===== src/rtl/axi_trigger_s00_axi.sv =====
// rtl/axi_trigger_s00_axi.sv - AXI4 burst slave with word memory and write-triggered pulse
//
// Purpose : AXI4 full slave (INCR bursts up to 256 beats, 4-byte beats) in front of a
//           2^(C_S_AXI_ADDR_WIDTH-2)-word register/buffer memory. A completed write burst
//           that set bit 0 of word TRIG_WORD produces a one-cycle trigger_o pulse.
// Ports   : S_AXI_ACLK / S_AXI_ARESETN   clock, asynchronous active-low reset
//           S_AXI_AW*                    write address channel (AWADDR, AWLEN)
//           S_AXI_W*                     write data channel (WDATA, WSTRB, WLAST)
//           S_AXI_B*                     write response channel (BRESP)
//           S_AXI_AR*                    read address channel (ARADDR, ARLEN)
//           S_AXI_R*                     read data channel (RDATA, RRESP, RLAST)
//           trigger_o                    one-cycle pulse after the B handshake
// Macro   : AXI_TRIGGER_WSTRB_EN - when defined, WSTRB selects written bytes; otherwise
//           every accepted beat writes the whole word.

module axi_trigger_s00_axi #(
    parameter int C_S_AXI_DATA_WIDTH = 32,
    parameter int C_S_AXI_ADDR_WIDTH = 6,
    parameter int TRIG_WORD          = 0
) (
    input  logic                            S_AXI_ACLK,
    input  logic                            S_AXI_ARESETN,
    input  logic [C_S_AXI_ADDR_WIDTH-1:0]   S_AXI_AWADDR,
    input  logic [7:0]                      S_AXI_AWLEN,
    input  logic                            S_AXI_AWVALID,
    output logic                            S_AXI_AWREADY,
    input  logic [C_S_AXI_DATA_WIDTH-1:0]   S_AXI_WDATA,
    input  logic [C_S_AXI_DATA_WIDTH/8-1:0] S_AXI_WSTRB,
    input  logic                            S_AXI_WLAST,
    input  logic                            S_AXI_WVALID,
    output logic                            S_AXI_WREADY,
    output logic [1:0]                      S_AXI_BRESP,
    output logic                            S_AXI_BVALID,
    input  logic                            S_AXI_BREADY,
    input  logic [C_S_AXI_ADDR_WIDTH-1:0]   S_AXI_ARADDR,
    input  logic [7:0]                      S_AXI_ARLEN,
    input  logic                            S_AXI_ARVALID,
    output logic                            S_AXI_ARREADY,
    output logic [C_S_AXI_DATA_WIDTH-1:0]   S_AXI_RDATA,
    output logic [1:0]                      S_AXI_RRESP,
    output logic                            S_AXI_RLAST,
    output logic                            S_AXI_RVALID,
    input  logic                            S_AXI_RREADY,
    output logic                            trigger_o
);

    localparam int DW    = C_S_AXI_DATA_WIDTH;
    localparam int SW    = C_S_AXI_DATA_WIDTH / 8;
    localparam int IW    = C_S_AXI_ADDR_WIDTH - 2;
    localparam int DEPTH = 1 << IW;
    localparam logic [IW-1:0] TRIG_IDX = IW'(TRIG_WORD);
    localparam logic [1:0] RESP_OKAY   = 2'b00;
    localparam logic [1:0] RESP_SLVERR = 2'b10;

    typedef enum logic [1:0] {W_IDLE, W_DATA, W_RESP} w_state_t;
    typedef enum logic       {R_IDLE, R_DATA}         r_state_t;

    // Write side state
    w_state_t      w_state_q, w_state_d;
    logic [IW-1:0] w_idx_q, w_idx_d;
    logic [7:0]    w_len_q, w_len_d;
    logic [8:0]    w_cnt_q, w_cnt_d;
    logic [1:0]    bresp_q, bresp_d;
    logic          trig_flag_q, trig_flag_d;
    logic          trigger_q, trigger_d;
    logic          awready_q, awready_d;
    logic          wready_q, wready_d;
    logic          bvalid_q, bvalid_d;

    // Read side state
    r_state_t      r_state_q, r_state_d;
    logic [IW-1:0] r_idx_q, r_idx_d;
    logic [7:0]    r_len_q, r_len_d;
    logic [7:0]    r_cnt_q, r_cnt_d;
    logic [DW-1:0] rdata_q, rdata_d;
    logic          arready_q, arready_d;
    logic          rvalid_q, rvalid_d;
    logic          rlast_q, rlast_d;

    logic [DW-1:0] mem_q [DEPTH];
    logic [DW-1:0] mem_d [DEPTH];

    logic          w_fire, r_fire, w_in_len, mem_we;
    logic [IW-1:0] r_idx_nxt;
    logic [DW-1:0] wr_word;

    logic unused_addr_bits;
    assign unused_addr_bits = ^{S_AXI_AWADDR[1:0], S_AXI_ARADDR[1:0]};

    assign w_fire    = wready_q && S_AXI_WVALID;
    assign r_fire    = rvalid_q && S_AXI_RREADY;
    // Beats past AWLEN+1 are acknowledged but must not touch memory.
    assign w_in_len  = (w_cnt_q <= {1'b0, w_len_q});
    assign r_idx_nxt = r_idx_q + 1'b1;

    // Word value produced by the current write beat.
    always_comb begin
        wr_word = mem_q[w_idx_q];
`ifdef AXI_TRIGGER_WSTRB_EN
        for (int j = 0; j < SW; j++) begin
            if (S_AXI_WSTRB[j]) begin
                wr_word[8*j +: 8] = S_AXI_WDATA[8*j +: 8];
            end
        end
`else
        wr_word = S_AXI_WDATA;
`endif
    end

`ifndef AXI_TRIGGER_WSTRB_EN
    // Only strobe bit 0 matters in this build (trigger qualification).
    logic unused_wstrb;
    assign unused_wstrb = ^S_AXI_WSTRB[SW-1:1];
`endif

    // Write FSM
    always_comb begin
        w_state_d   = w_state_q;
        w_idx_d     = w_idx_q;
        w_len_d     = w_len_q;
        w_cnt_d     = w_cnt_q;
        bresp_d     = bresp_q;
        trig_flag_d = trig_flag_q;
        trigger_d   = 1'b0;
        mem_we      = 1'b0;
        case (w_state_q)
            W_IDLE: begin
                if (awready_q && S_AXI_AWVALID) begin
                    w_idx_d     = S_AXI_AWADDR[C_S_AXI_ADDR_WIDTH-1:2];
                    w_len_d     = S_AXI_AWLEN;
                    w_cnt_d     = '0;
                    trig_flag_d = 1'b0;
                    w_state_d   = W_DATA;
                end
            end
            W_DATA: begin
                if (w_fire) begin
                    if (w_in_len) begin
                        mem_we  = 1'b1;
                        // Caps at AWLEN+1, so a late WLAST still shows as a mismatch.
                        w_cnt_d = w_cnt_q + 9'd1;
                        if ((w_idx_q == TRIG_IDX) && S_AXI_WSTRB[0] && S_AXI_WDATA[0]) begin
                            trig_flag_d = 1'b1;
                        end
                    end
                    w_idx_d = w_idx_q + 1'b1;
                    if (S_AXI_WLAST) begin
                        bresp_d   = (w_cnt_q == {1'b0, w_len_q}) ? RESP_OKAY : RESP_SLVERR;
                        w_state_d = W_RESP;
                    end
                end
            end
            W_RESP: begin
                if (bvalid_q && S_AXI_BREADY) begin
                    trigger_d   = trig_flag_q;
                    trig_flag_d = 1'b0;
                    w_state_d   = W_IDLE;
                end
            end
            default: w_state_d = W_IDLE;
        endcase
        awready_d = (w_state_d == W_IDLE);
        wready_d  = (w_state_d == W_DATA);
        bvalid_d  = (w_state_d == W_RESP);
    end

    always_comb begin
        mem_d = mem_q;
        if (mem_we) begin
            mem_d[w_idx_q] = wr_word;
        end
    end

    // Read FSM. RDATA is captured from mem_q at the presenting edge, so a
    // same-cycle write to that word is seen by the following beat, not this one.
    always_comb begin
        r_state_d = r_state_q;
        r_idx_d   = r_idx_q;
        r_len_d   = r_len_q;
        r_cnt_d   = r_cnt_q;
        rdata_d   = rdata_q;
        rlast_d   = rlast_q;
        case (r_state_q)
            R_IDLE: begin
                if (arready_q && S_AXI_ARVALID) begin
                    r_idx_d   = S_AXI_ARADDR[C_S_AXI_ADDR_WIDTH-1:2];
                    r_len_d   = S_AXI_ARLEN;
                    r_cnt_d   = '0;
                    rdata_d   = mem_q[S_AXI_ARADDR[C_S_AXI_ADDR_WIDTH-1:2]];
                    rlast_d   = (S_AXI_ARLEN == 8'd0);
                    r_state_d = R_DATA;
                end
            end
            R_DATA: begin
                if (r_fire) begin
                    if (rlast_q) begin
                        rlast_d   = 1'b0;
                        r_state_d = R_IDLE;
                    end else begin
                        r_idx_d = r_idx_nxt;
                        r_cnt_d = r_cnt_q + 8'd1;
                        rdata_d = mem_q[r_idx_nxt];
                        rlast_d = ((r_cnt_q + 8'd1) == r_len_q);
                    end
                end
            end
            default: r_state_d = R_IDLE;
        endcase
        arready_d = (r_state_d == R_IDLE);
        rvalid_d  = (r_state_d == R_DATA);
    end

    always_ff @(posedge S_AXI_ACLK or negedge S_AXI_ARESETN) begin
        if (!S_AXI_ARESETN) begin
            w_state_q   <= W_IDLE;
            w_idx_q     <= '0;
            w_len_q     <= '0;
            w_cnt_q     <= '0;
            bresp_q     <= '0;
            trig_flag_q <= 1'b0;
            trigger_q   <= 1'b0;
            awready_q   <= 1'b0;
            wready_q    <= 1'b0;
            bvalid_q    <= 1'b0;
            r_state_q   <= R_IDLE;
            r_idx_q     <= '0;
            r_len_q     <= '0;
            r_cnt_q     <= '0;
            rdata_q     <= '0;
            arready_q   <= 1'b0;
            rvalid_q    <= 1'b0;
            rlast_q     <= 1'b0;
            for (int i = 0; i < DEPTH; i++) begin
                mem_q[i] <= '0;
            end
        end else begin
            w_state_q   <= w_state_d;
            w_idx_q     <= w_idx_d;
            w_len_q     <= w_len_d;
            w_cnt_q     <= w_cnt_d;
            bresp_q     <= bresp_d;
            trig_flag_q <= trig_flag_d;
            trigger_q   <= trigger_d;
            awready_q   <= awready_d;
            wready_q    <= wready_d;
            bvalid_q    <= bvalid_d;
            r_state_q   <= r_state_d;
            r_idx_q     <= r_idx_d;
            r_len_q     <= r_len_d;
            r_cnt_q     <= r_cnt_d;
            rdata_q     <= rdata_d;
            arready_q   <= arready_d;
            rvalid_q    <= rvalid_d;
            rlast_q     <= rlast_d;
            mem_q       <= mem_d;
        end
    end

    assign S_AXI_AWREADY = awready_q;
    assign S_AXI_WREADY  = wready_q;
    assign S_AXI_BRESP   = bresp_q;
    assign S_AXI_BVALID  = bvalid_q;
    assign S_AXI_ARREADY = arready_q;
    assign S_AXI_RDATA   = rdata_q;
    assign S_AXI_RRESP   = RESP_OKAY;
    assign S_AXI_RLAST   = rlast_q;
    assign S_AXI_RVALID  = rvalid_q;
    assign trigger_o     = trigger_q;

endmodule


===== config.mk =====
export PLATFORM = sky130hd
export DESIGN_NAME = axi_trigger_s00_axi
export DESIGN_NICKNAME = d
export VERILOG_FILES = /design/src/rtl/axi_trigger_s00_axi.sv
export SDC_FILE = /design/constraint.sdc
export NUM_CORES = 1
export LEC_CHECK = 0
export ABC_AREA = 0
export CAP_MARGIN = 30
export CORE_ASPECT_RATIO = 0.8
export CORE_MARGIN = 2
export CORE_UTILIZATION = 40
export CTS_CLUSTER_DIAMETER = 150
export DETAILED_ROUTE_END_ITERATION = 16
export PLACE_DENSITY_LB_ADDON = 0.25
export RECOVER_POWER = 100
export SLEW_MARGIN = 15
export SYNTH_ARGS = -nofsm -noshare
export SYNTH_HDL_FRONTEND = slang
export SYNTH_SLANG_ARGS = --single-unit
export TNS_END_PERCENT = 50

===== constraint.sdc =====
create_clock -name S_AXI_ACLK -period 3.4 [get_ports S_AXI_ACLK]
set_input_delay 0.68 -clock S_AXI_ACLK [delete_from_list [all_inputs] [get_ports S_AXI_ACLK]]
set_output_delay 0.68 -clock S_AXI_ACLK [all_outputs]
set_load 0.05 [all_outputs]

# Yosys cells after proc, flatten, opt, wreduce, memory -nomap -nowiden
# Cells that the tools add are included.
# totals
input_bits,72
output_inout_bits,43
reg_bits,597
wordCells,136
# op_classes
muxes,53
bitwise,5
order_cmp,5
n_reduce_logical,22
eq_ne,14
n_addsub,4
# op_table
operator,n
$bwmux 512,1
$bmux 32 s4,2
$mux 32,8
$demux 32 s4,1
$pmux 32 s2,1
$mux 9,3
$mux 8,3
$mux 4,5
$pmux 9 s2,1
$mux 1,16
$pmux 4 s2,2
$pmux 8 s2,1
$ge 5x5->1 const B,3
$not 4->5,3
$ne 2x2->1 const B,7
$mux 2,5
$add 9x1->9 const B,1
$eq 9x8->1,1
$le 9x8->1,1
$reduce_and 3->1,3
$add 4x1->4 const B,2
$add 8x1->8 const B,1
$eq 8x8->1,1
$logic_and 1x1->1,8
16 further kinds,23

# Logic depth before layout (Yosys ltp)
# logic_depth
word_depth,8
depth_mapped,10
ltp_nobuf,7

# Worst setup path after synthesis
# Ideal clock, no wire load.
# synth_timing
path_kind,register to register
start,reg w_cnt_q[6]
end,reg mem_q[353] in the netlist's numbering
required_time_ns,3.275
path_slack_ns,0.945
t_arrival_ns,2.330
period_less_slack_ns,2.455
path_stages_with_launch,10
setup_ns,0.125
path_buffers,3
path_cell_list,dfrtp_1 -> ha_1 -> a21o_1 -> a211o_1 -> o2111ai_2 -> buf_6 -> and4_1 -> clkbuf_2 -> buf_4 -> mux2_2
# synth_via
elab_chain_cells,4
# synth_rtl
item,line_no,rtl
from (decl),62,"logic [8:0] w_cnt_q, w_cnt_d;"
from (signal assigned),240,w_cnt_q <= w_cnt_d;
$le 9x8->1,93,"assign w_in_len = (w_cnt_q <= {1'b0, w_len_q});"
$mux 1,138,if (w_in_len) begin
$mux 1,137,if (w_fire) begin
$mux 1,126,case (w_state_q)
to (signal assigned),255,mem_q <= mem_d;
to (decl),80,logic [DW-1:0] mem_q [DEPTH];
# No other way between the ends.
# A chain may end at the register's enable or synchronous reset.

# Worst setup path after layout
# layout_timing
start,reg w_cnt_q[6]
end,reg mem_q[348] in the netlist's numbering
# Same word-level chain as after synthesis.

==> impl_metrics.yaml <==
yosys:
  async_flop_share_pct: 100
  ys_seq_area_share_pct: 47.8
  synth_edf_count: 0
  syn_inst: 2260
  syn_avg_cell_area_um2: 13.8
  ys.warnings.count: 0
  synth_cell_types: 54
  ys_ff_latch: 596
  synth_flop_cell: "dfrtp_1"
  syn_area_mm2: 0.0312
power_and_ir_drop:
  p_leak_nw: 16.5
  intPower_mw: 21.2
  clock_power_share_pct: 21.7
  swShare_pct: 37.4
  seq_power_share_pct: 35.5
  switchingPower_mw: 12.7
  power_density_mw_per_mm2: 948
  power_mw: 33.9
  pwr-share-comb_pct: 42.9
  irDropWorstVdd_uv: 640
sta:
  drv_slew: 88
  report.final.setup_viol: 0
  hold_viol_final: 0
  timing.setup.tns_ns: 0
  rsz0062_at_grt: "false"
  period_needed_ns: 3.23
  timing.hold.ws_ns: 0.483
  fin_crit_sh_pct: 95.0
  fmax_ghz: 0.310
  clock_skew_ns: 0.0166
  tightest_slew_ns: 2.24
  relSlewSlack_pct: -49.0
layout:
  nets: 2404
  multi_input_area_mm2: 0.0153
  regArea_mm2: 0.0149
  fillCellCount: 6800
  drive_gt1_share_pct: 39.5
  design_area_mm2: 0.0358
  finalNonFillerCells: 3387
  syn2layout_area_growth_pct: 14.7
placement:
  gp_congestion: 0.793
  post-place-cells: 3272
  io_buffers: 104
  dp_hpwl_um: 53700
  placed_cell_area_mm2: 0.0338
run_status:
  outcome: "finished, violations left"
  violations: "max-capacitance violations, max-slew violations"
critical_path:
  critPathSlowestCell: "o2111ai_2"
  startpoint: "w_cnt_q[6]"
  endpoint_kind: "register"
  max_stage_delay_ns: 0.68
  path_max_fanout: 20
  timing_worst_setup_path_type: "reg2reg"
  r2r_start: "w_cnt_q[6]"
  crit_path_start_kind: "register"
  arrival_ns: 3.71
  crit_required_ns: 3.88
  path_cells: "ha_1 -> a21o_1 -> a211o_1 -> o2111ai_2 -> and4_1 -> buf_4 -> mux2_2"
clock_tree:
  path_clk_slew_ns: 0.06
  clk_path_buf_depth: 3
  cts-root-buf: "clkbuf_16"
  cts_hold_buf: 0
  insertion_delay_ns: 0.61
  post_cts_buffers: 0
  cts.sinks: 596
  cts_resized: 0
  cts_buffers: 66
  tritoncts: "yes"
  htree_levels: 3
die:
  die_w_um: 316
  core_mm2: 0.0771
  boundaryPins: 115
  die_h_um: 254
  initial_core_util_pct: 40.4
  fp.dieArea_mm2: 0.0802
  row_count: 91
global_route:
  overflow: 0
  grt_first_pass_wirelength_um: 138000
  grt_max_degree: 95
  grt_pass1_vias: 21300
  antenna_found_initial: 5
  grt_use_total_pct: 23.0
detailed_routing:
  wire_per_inst_um: 26.6
  post-route-drc-count: 0
  avgViaCountPerCell: 6.02
  num_vias: 20400
  firstDrtPassIters: 5
  finalWirelength_um: 90200
  ant_nets: 0
  drt_iter0_drc: 1805
flow_run:
  drv_cap: 2
hold_path:
  min_path_type: "reg2reg"
  hold_path_startpoint: "S_AXI_RDATA[26]"
==> worst paths after layout <==
check,to,slack (ns),cells after the start
setup / recovery,mem_q[348],0.17,7
hold / removal,S_AXI_RDATA[26],0.48,2
setup reg to reg,mem_q[348],0.17,7
hold reg to reg,S_AXI_RDATA[26],0.48,2
max in group asynchronous,mem_q[248],0.59,3
min in group asynchronous,r_len_q[6],0.69,1
==> routing by layer <==
layer / wire length [µm] / track usage [%] / part of all wire [%] / vias to the layer above
met3: 5520 / 4.22 / 6.1 / 180
met5: 21 / 0 / 0.023 / -
met4: 2500 / 6.73 / 2.8 / 4
met2: 42100 / 36.7 / 47 / 662
li1: - / - / - / 8678
met1: 40100 / 32.2 / 44 / 10900
==> per-stage QoR <==
| stage | setup WS [ns] | utilization [%] |
|---|---|---|
| 2_1_floorplan | 0.945 | - |
| 3_3_place_gp | 0.319 | 43.8 |
| 3_5_place_dp | 0.263 | 43.9 |
| 4_1_cts | 0.241 | 46.7 |
| 5_1_grt | 0.0558 | 46.4 |
| 6_report | 0.170 | 46.4 |
==> cell usage after synthesis, types with 4 or more instances <==
cell type / instances / area share (%)
mux4_2: 196 / 14
buf_2: 64 / 1.0
xnor2_1: 9 / 0.25
and2_1: 5 / 0.10
a31oi_1: 4 / 0.080
nor2b_1: 5 / 0.10
nand4_1: 13 / 0.26
nor2_1: 17 / 0.20
buf_1: 8 / 0.096
nand2_1: 180 / 2.2
buf_4: 6 / 0.14
dfrtp_1: 596 / 48
mux2_2: 531 / 19
o31ai_1: 34 / 0.82
mux2i_1: 131 / 4.2
inv_1: 25 / 0.30
o21ai_0: 29 / 0.47
and3_1: 7 / 0.14
o22ai_1: 33 / 0.66
clkbuf_1: 118 / 1.4
nand3_1: 19 / 0.30
xor2_1: 5 / 0.14
and4_1: 6 / 0.17
ha_1: 15 / 0.60
mux2_1: 16 / 0.58
a22oi_1: 60 / 1.4
a21o_1: 4 / 0.096
buf_6: 11 / 0.40
o221ai_1: 31 / 0.87
a21oi_1: 46 / 0.74
==> cell type report <==
cell class | count | share of cell area [%]
Sequential cell | 596 | 41.7
Inverter | 25 | 0.262
Tap cell | 1023 | 3.58
Clock buffer | 98 | 5.61
Timing Repair Buffer | 196 | 5.57
Multi-Input combinational cell | 1432 | 42.7
Antenna cell | 2 | 0.0140
Clock inverter | 15 | 0.539
==> power by group through the flow <==
stage	combinational [mW]	clock (mW)	sequential, mW
6_report	14.5	7.35	12.0
4_1_cts	14.7	7.49	12.0
5_1_grt	15.6	7.80	12.4
2_1_floorplan	9.73	0	12.0
3_5_place_dp	14.6	0	12.1
3_3_place_gp	14.4	0	11.9
==> registers in the layout, summed over array words and instances (netlist names) <==
name,cells
S_AXI_ARREADY,1
S_AXI_AWREADY,1
S_AXI_BRESP,1
S_AXI_BVALID,1
S_AXI_RDATA,32
S_AXI_RLAST,1
S_AXI_RVALID,1
S_AXI_WREADY,1
mem_q,512
r_cnt_q,8
r_idx_q,4
r_len_q,8
trig_flag_q,1
trigger_o,1
w_cnt_q,9
w_idx_q,4
w_len_q,8
w_state_q,2
==> cell usage in the layout, fill, tap and decap left out, types with 18 or more instances in the layout <==
cell	instances
o31ai_1	34
clkbuf_1	22
dfrtp_1	595
mux2_2	531
clkbuf_16	69
o221ai_1	31
o21ai_0	29
mux4_2	196
inv_1	24
nand2_1	179
o22ai_1	33
buf_4	35
a21oi_1	46
dlygate4sd3_1	41
mux2i_1	131
clkbuf_8	18
clkdlybuf4s50_1	60
a22oi_1	60
buf_12	23
==> cell families after synthesis <==
| logic type | after synthesis | synth area share, % |
|---|---|---|
| multiplexers | 874 | 38.1 |
| flip-flops | 596 | 47.8 |
| AND/OR/NAND/NOR | 271 | 4.01 |
| AO/OA/AOI/OAI | 255 | 5.61 |
| buffers and inverters | 234 | 3.42 |
| adder cells (fa/ha/maj) | 15 | 0.602 |
| XOR/XNOR | 14 | 0.393 |
| other | 1 | 0.0120 |
==> worst max-delay path, delay by kind of cell, from the launching register on <==
family / cells / cell delay (ns)
buffers and inverters: 1 / 0.45
muxes: 1 / 0.39
and+or+nand+nor: 1 / 0.36
DFF: 1 / 0.42
adders and majority gates: 1 / 0.30
AOI/OAI and AO/OA: 3 / 1.17
Power figures use the tool's default switching activity.
